### src/rtl/led_shift_tx.sv
// Serializes a parallel word onto a shift-register LED chain: clear, clocked shift, latch.
// Frame length CLR_CYCLES + 2*CLK_DIV*DATA_W + CLK_DIV clocks; start is ignored while busy.
module led_shift_tx #(
  parameter int DATA_W       = 16,
  parameter int CLK_DIV      = 4,
  parameter int CLR_CYCLES   = 2,
  parameter int MSB_FIRST    = 1,
  parameter int AUTO_REFRESH = 0
) (
  input  logic              clk,
  input  logic              reset,
  input  logic [DATA_W-1:0] sw,
  input  logic              start,
  output logic              busy,
  output logic              done,
  output logic              led_clk,
  output logic              led_do,
  output logic              led_clr,
  output logic              led_pen
);

  localparam logic [1:0] ST_IDLE  = 2'd0;
  localparam logic [1:0] ST_CLEAR = 2'd1;
  localparam logic [1:0] ST_SHIFT = 2'd2;
  localparam logic [1:0] ST_LATCH = 2'd3;

  // One phase counter serves the clear window, the bit period and the latch pulse.
  localparam int CNT_MAX = (CLR_CYCLES > 2 * CLK_DIV) ? CLR_CYCLES : 2 * CLK_DIV;
  localparam int CNT_W   = $clog2(CNT_MAX);
  localparam int BIT_W   = $clog2(DATA_W);

  localparam logic [CNT_W-1:0] CLR_LAST  = CNT_W'(CLR_CYCLES - 1);
  localparam logic [CNT_W-1:0] HALF_LAST = CNT_W'(CLK_DIV - 1);
  localparam logic [CNT_W-1:0] BIT_LAST  = CNT_W'(2 * CLK_DIV - 1);
  localparam logic [BIT_W-1:0] LAST_BIT  = BIT_W'(DATA_W - 1);

  logic [1:0]        state_q,   state_d;
  logic [DATA_W-1:0] sh_q,      sh_d;
  logic [CNT_W-1:0]  cnt_q,     cnt_d;
  logic [BIT_W-1:0]  bit_q,     bit_d;
  logic              busy_q,    busy_d;
  logic              done_q,    done_d;
  logic              led_clk_q, led_clk_d;
  logic              led_do_q,  led_do_d;
  logic              led_clr_q, led_clr_d;
  logic              led_pen_q, led_pen_d;

  logic [DATA_W-1:0] sh_next;
  logic              accept;

  assign accept  = start || (AUTO_REFRESH != 0);
  assign sh_next = (MSB_FIRST != 0) ? {sh_q[DATA_W-2:0], 1'b0} : {1'b0, sh_q[DATA_W-1:1]};

  always_comb begin
    state_d   = state_q;
    sh_d      = sh_q;
    cnt_d     = cnt_q;
    bit_d     = bit_q;
    busy_d    = busy_q;
    done_d    = 1'b0;
    led_clk_d = led_clk_q;
    led_do_d  = led_do_q;
    led_clr_d = led_clr_q;
    led_pen_d = led_pen_q;

    case (state_q)
      ST_IDLE: begin
        if (accept) begin
          state_d   = ST_CLEAR;
          sh_d      = sw;
          cnt_d     = '0;
          busy_d    = 1'b1;
          led_clr_d = 1'b0;
          led_clk_d = 1'b0;
          led_do_d  = 1'b0;
        end
      end
      ST_CLEAR: begin
        if (cnt_q == CLR_LAST) begin
          state_d   = ST_SHIFT;
          cnt_d     = '0;
          bit_d     = '0;
          led_clr_d = 1'b1;
          led_clk_d = 1'b0;
          led_do_d  = (MSB_FIRST != 0) ? sh_q[DATA_W-1] : sh_q[0];
        end else begin
          cnt_d = cnt_q + 1'b1;
        end
      end
      ST_SHIFT: begin
        // Data only moves at the end of a high phase, so led_do is stable across the rising edge.
        if (cnt_q == BIT_LAST) begin
          cnt_d     = '0;
          led_clk_d = 1'b0;
          if (bit_q == LAST_BIT) begin
            state_d   = ST_LATCH;
            led_do_d  = 1'b0;
            led_pen_d = 1'b1;
          end else begin
            bit_d    = bit_q + 1'b1;
            sh_d     = sh_next;
            led_do_d = (MSB_FIRST != 0) ? sh_next[DATA_W-1] : sh_next[0];
          end
        end else begin
          cnt_d = cnt_q + 1'b1;
          if (cnt_q == HALF_LAST) begin
            led_clk_d = 1'b1;
          end
        end
      end
      ST_LATCH: begin
        if (cnt_q == HALF_LAST) begin
          state_d   = ST_IDLE;
          cnt_d     = '0;
          led_pen_d = 1'b0;
          busy_d    = 1'b0;
          done_d    = 1'b1;
        end else begin
          cnt_d = cnt_q + 1'b1;
        end
      end
      default: begin
        state_d = ST_IDLE;
      end
    endcase
  end

  always_ff @(posedge clk) begin
    if (reset) begin
      state_q   <= ST_IDLE;
      sh_q      <= '0;
      cnt_q     <= '0;
      bit_q     <= '0;
      busy_q    <= 1'b0;
      done_q    <= 1'b0;
      led_clk_q <= 1'b0;
      led_do_q  <= 1'b0;
      led_clr_q <= 1'b1;
      led_pen_q <= 1'b0;
    end else begin
      state_q   <= state_d;
      sh_q      <= sh_d;
      cnt_q     <= cnt_d;
      bit_q     <= bit_d;
      busy_q    <= busy_d;
      done_q    <= done_d;
      led_clk_q <= led_clk_d;
      led_do_q  <= led_do_d;
      led_clr_q <= led_clr_d;
      led_pen_q <= led_pen_d;
    end
  end

  assign busy    = busy_q;
  assign done    = done_q;
  assign led_clk = led_clk_q;
  assign led_do  = led_do_q;
  assign led_clr = led_clr_q;
  assign led_pen = led_pen_q;

endmodule

### config.mk
export PLATFORM = sky130hd
export DESIGN_NAME = led_shift_tx
export DESIGN_NICKNAME = d
export VERILOG_FILES = /design/src/rtl/led_shift_tx.sv
export SDC_FILE = /design/constraint.sdc
export NUM_CORES = 1
export LEC_CHECK = 0
export ABC_AREA = 1
export CAP_MARGIN = 20
export CORE_ASPECT_RATIO = 0.75
export CORE_MARGIN = 4
export CORE_UTILIZATION = 45
export CTS_CLUSTER_DIAMETER = 30
export DETAILED_ROUTE_END_ITERATION = 10
export PLACE_DENSITY = 0.68
export SYNTH_ARGS = -nofsm -noshare
export SYNTH_HDL_FRONTEND = slang
export SYNTH_SLANG_ARGS = --single-unit
### constraint.sdc
create_clock -name clk -period 1.75 [get_ports clk]
set_clock_uncertainty 0.1 [all_clocks]
set_input_delay 0.35 -clock clk [delete_from_list [all_inputs] [get_ports clk]]
set_output_delay 0.35 -clock clk [all_outputs]
set_load 0.01 [all_outputs]
==> run metrics <==
most frequent cells after synthesis=nand2_1, nor2_1, dfxtp_1; DR DRC count=0; Clock Latency Late Sink=290 ps; Clock Pin Slew Worst Setup and Hold Paths=70 ps; worst path arrival time=1710 ps; fraction of the cycle the final worst path needs=93.3%; clk root buf=clkbuf_8; Distinct cells, synth=22; CTS tree=yes; max-slew violation count=0; total congestion overflow=0; post-synth top area cell=dfxtp_1; worst reg2reg startpoint=state_q[0]$_SDFFE_PP0P_; metal3 WL=289 um; Hold Path Class=reg -> reg; crit path cell chain=inv_1 -> ha_2 -> nor2_1 -> nor2_4 -> nand3_4 -> o21ai_0 -> nor2_1; Power, Total=3.25 mW; crit-path most repeated cell=nor2_1; # diodes=0; startpoint types=register; num ports=25; top cell type's share of synthesized area=36.0%; final hold violations=0; met2 WL=1710 um; top routing layer used=met4; CP Capture Type=register; Area Overhead vs Synth=29.6%; Sw Pwr=1.31 mW; Max-cap violations=0; initial antenna violation count=0; placed inst area=0.00206 mm2; Pwr per Cell Area=1450 mW/mm2; WL final=4130 um; Comb power frac=46.0%; FF+latch count, synth=31; H-tree depth=2; routed metal-1 wire length=2070 um; dominant cell by count in the synthesized netlist=nand2_1; Pre-antenna DRT Iters=4; Routed Antenna Nets=0; Bufs and invs on worst path=1; Starting DRT DRC Count=102; CP Data Required Time=1830 ps; cts bufs inserted=5; vias in the first global route=1463; Synth area leaders=dfxtp_1, nand2_1, nor2_1; setup violators final=0; number of port buffers=24; Longest Clk Path Bufs=2; Cells after Synth=263; pin count of the biggest net entering global routing=19; fmax=613 MHz; EDFF count, synth=0; Netlist Area Pre-Place=0.00172 mm2; Rows=19; Fin Hold WS=376 ps; RSZ-0062 raised after global routing=true; drt via density=4.82; Worst path top cell family by delay=simple AND/OR/NAND/NOR gates; Final nets=327; Tot GR Track Use=17.7%; power share of the clock group=22.6%; Slew HR=77.9%; Final Wtd Congestion=0.881; HP Start=busy$_SDFFE_PP0P_; Slowest cell on crit path=dfxtp_1; first-pass GRT wire length=6650 um; Yosys warnings=0; setup tns final=0 ps; # placed instances=340; Finished Core Util=60.6%; vias post-DR=1692; DP HPWL=2890 um; sequential power share=31.5%; sequential fraction of the synthesis area=36.0%; worst vdd ir=0.000701 V; Starting Density=46.8%; Core ar.=0.00368 mm2; clk sink count=31; WS Path Type=reg -> reg; Critical Path Source=state_q[0]$_SDFFE_PP0P_; Design Area, Final=0.00223 mm2; Internal Power=1.94 mW; fin worst setup slack=118 ps; Die Wd=79.5 um; Die Ht=61.6 um; Cell Count, Final, Fillers Out=351; layout cells sized above 1=11.4%; sw frac=40.3%; crit-path max cell delay=310 ps; Wirelength per Cell=11.8 um; die area=0.00489 mm2; ys flop type=dfxtp_1; Pleak=1.04 nW; synthesized area per cell=6.55 um2; Filler Cell Count=354; pre-CTS setup slack=-15.2 ps; outcome=complete, no violations; worst-path fanout max=7; slew of the pin with the lowest slew margin=331 ps; fin crit period=1630 ps; syn nets=292; ys async rst share=0%
## layout make-up
| cell class | count | area, um2 | share of cell area [%] |
|---|---|---|---|
| tap | 52 | 65.1 | 2.91 |
| timing repair buffer | 35 | 335 | 15.0 |
| inverter | 24 | 97.6 | 4.37 |
| multi-input combinational | 201 | 997 | 44.6 |
| clock buffer | 6 | 82.6 | 3.70 |
| clock inverter | 2 | 35.0 | 1.57 |
| sequential | 31 | 621 | 27.8 |
## logic make-up (layout without fill, tap and decap cells)
| kind of cell | Yosys count | after routing | share of synthesized area [%] |
|---|---|---|---|
| AND/OR/NAND/NOR | 152 | 154 | 36.7 |
| AO/OA/AOI/OAI | 37 | 37 | 11.2 |
| buffers and inverters | 33 | 67 | 8.86 |
| flip-flops | 31 | 31 | 36.0 |
| adder cells (fa/ha/maj) | 10 | 10 | 7.26 |
## timing repair
action	4_1_cts	5_1_grt
resized for setup	0	14
endpoints found under the setup margin	0	23
hold buffers	0	0
buffers inserted	0	1
## sequential cells by signal, indices dropped and copies added, names as in the netlist
name / count
cnt_q: 3
led_clk: 1
bit_q: 4
busy: 1
sh_q: 16
done: 1
led_pen: 1
led_clr: 1
led_do: 1
state_q: 2
## layer usage
metal	vias up	GRT usage, %
met1	729	24.2
met2	55	26.8
met4	0	5.88
met5	-	0
met3	8	5.26
li1	900	-
## power groups by stage
stage          logic [mW]  clock network [mW]  registers (mW)
2_1_floorplan        1.01                   0            1.03
6_report             1.49               0.733            1.02
4_1_cts              1.36               0.750            1.02
3_5_place_dp         1.36                   0            1.03
3_3_place_gp         1.34                   0            1.03
5_1_grt              1.70               0.778            1.04
## final timing paths
| path | to | slack [ps] | cells after the start |
|---|---|---|---|
| worst max-delay path | sh_q[8]$_SDFFE_PP0P_ | 120 | 7 |
| worst min-delay path | busy$_SDFFE_PP0P_ | 380 | 2 |
| worst max register to register | sh_q[8]$_SDFFE_PP0P_ | 120 | 7 |
| worst min register to register | busy$_SDFFE_PP0P_ | 380 | 2 |
## placed cells by master, fill, tap and decap left out, types with 3 or more instances in the layout
cell type,count
nand2_1,74
ha_1,8
clkdlybuf4s50_1,24
o21bai_1,3
nand2_2,3
buf_4,10
dfxtp_1,31
nor2_1,51
clkbuf_8,6
o21ai_1,4
a21oi_1,9
o21ai_0,21
inv_1,22
nand3_1,14
## worst register-to-register path: cells and delay by family (launching register included)
kind            cells  cell delay (ps)
simple gates        4              510
flops               1              310
fa+ha+maj           1              300
compound gates      1              210
buf+inv             1              100
(Power assumes the default switching activity.)
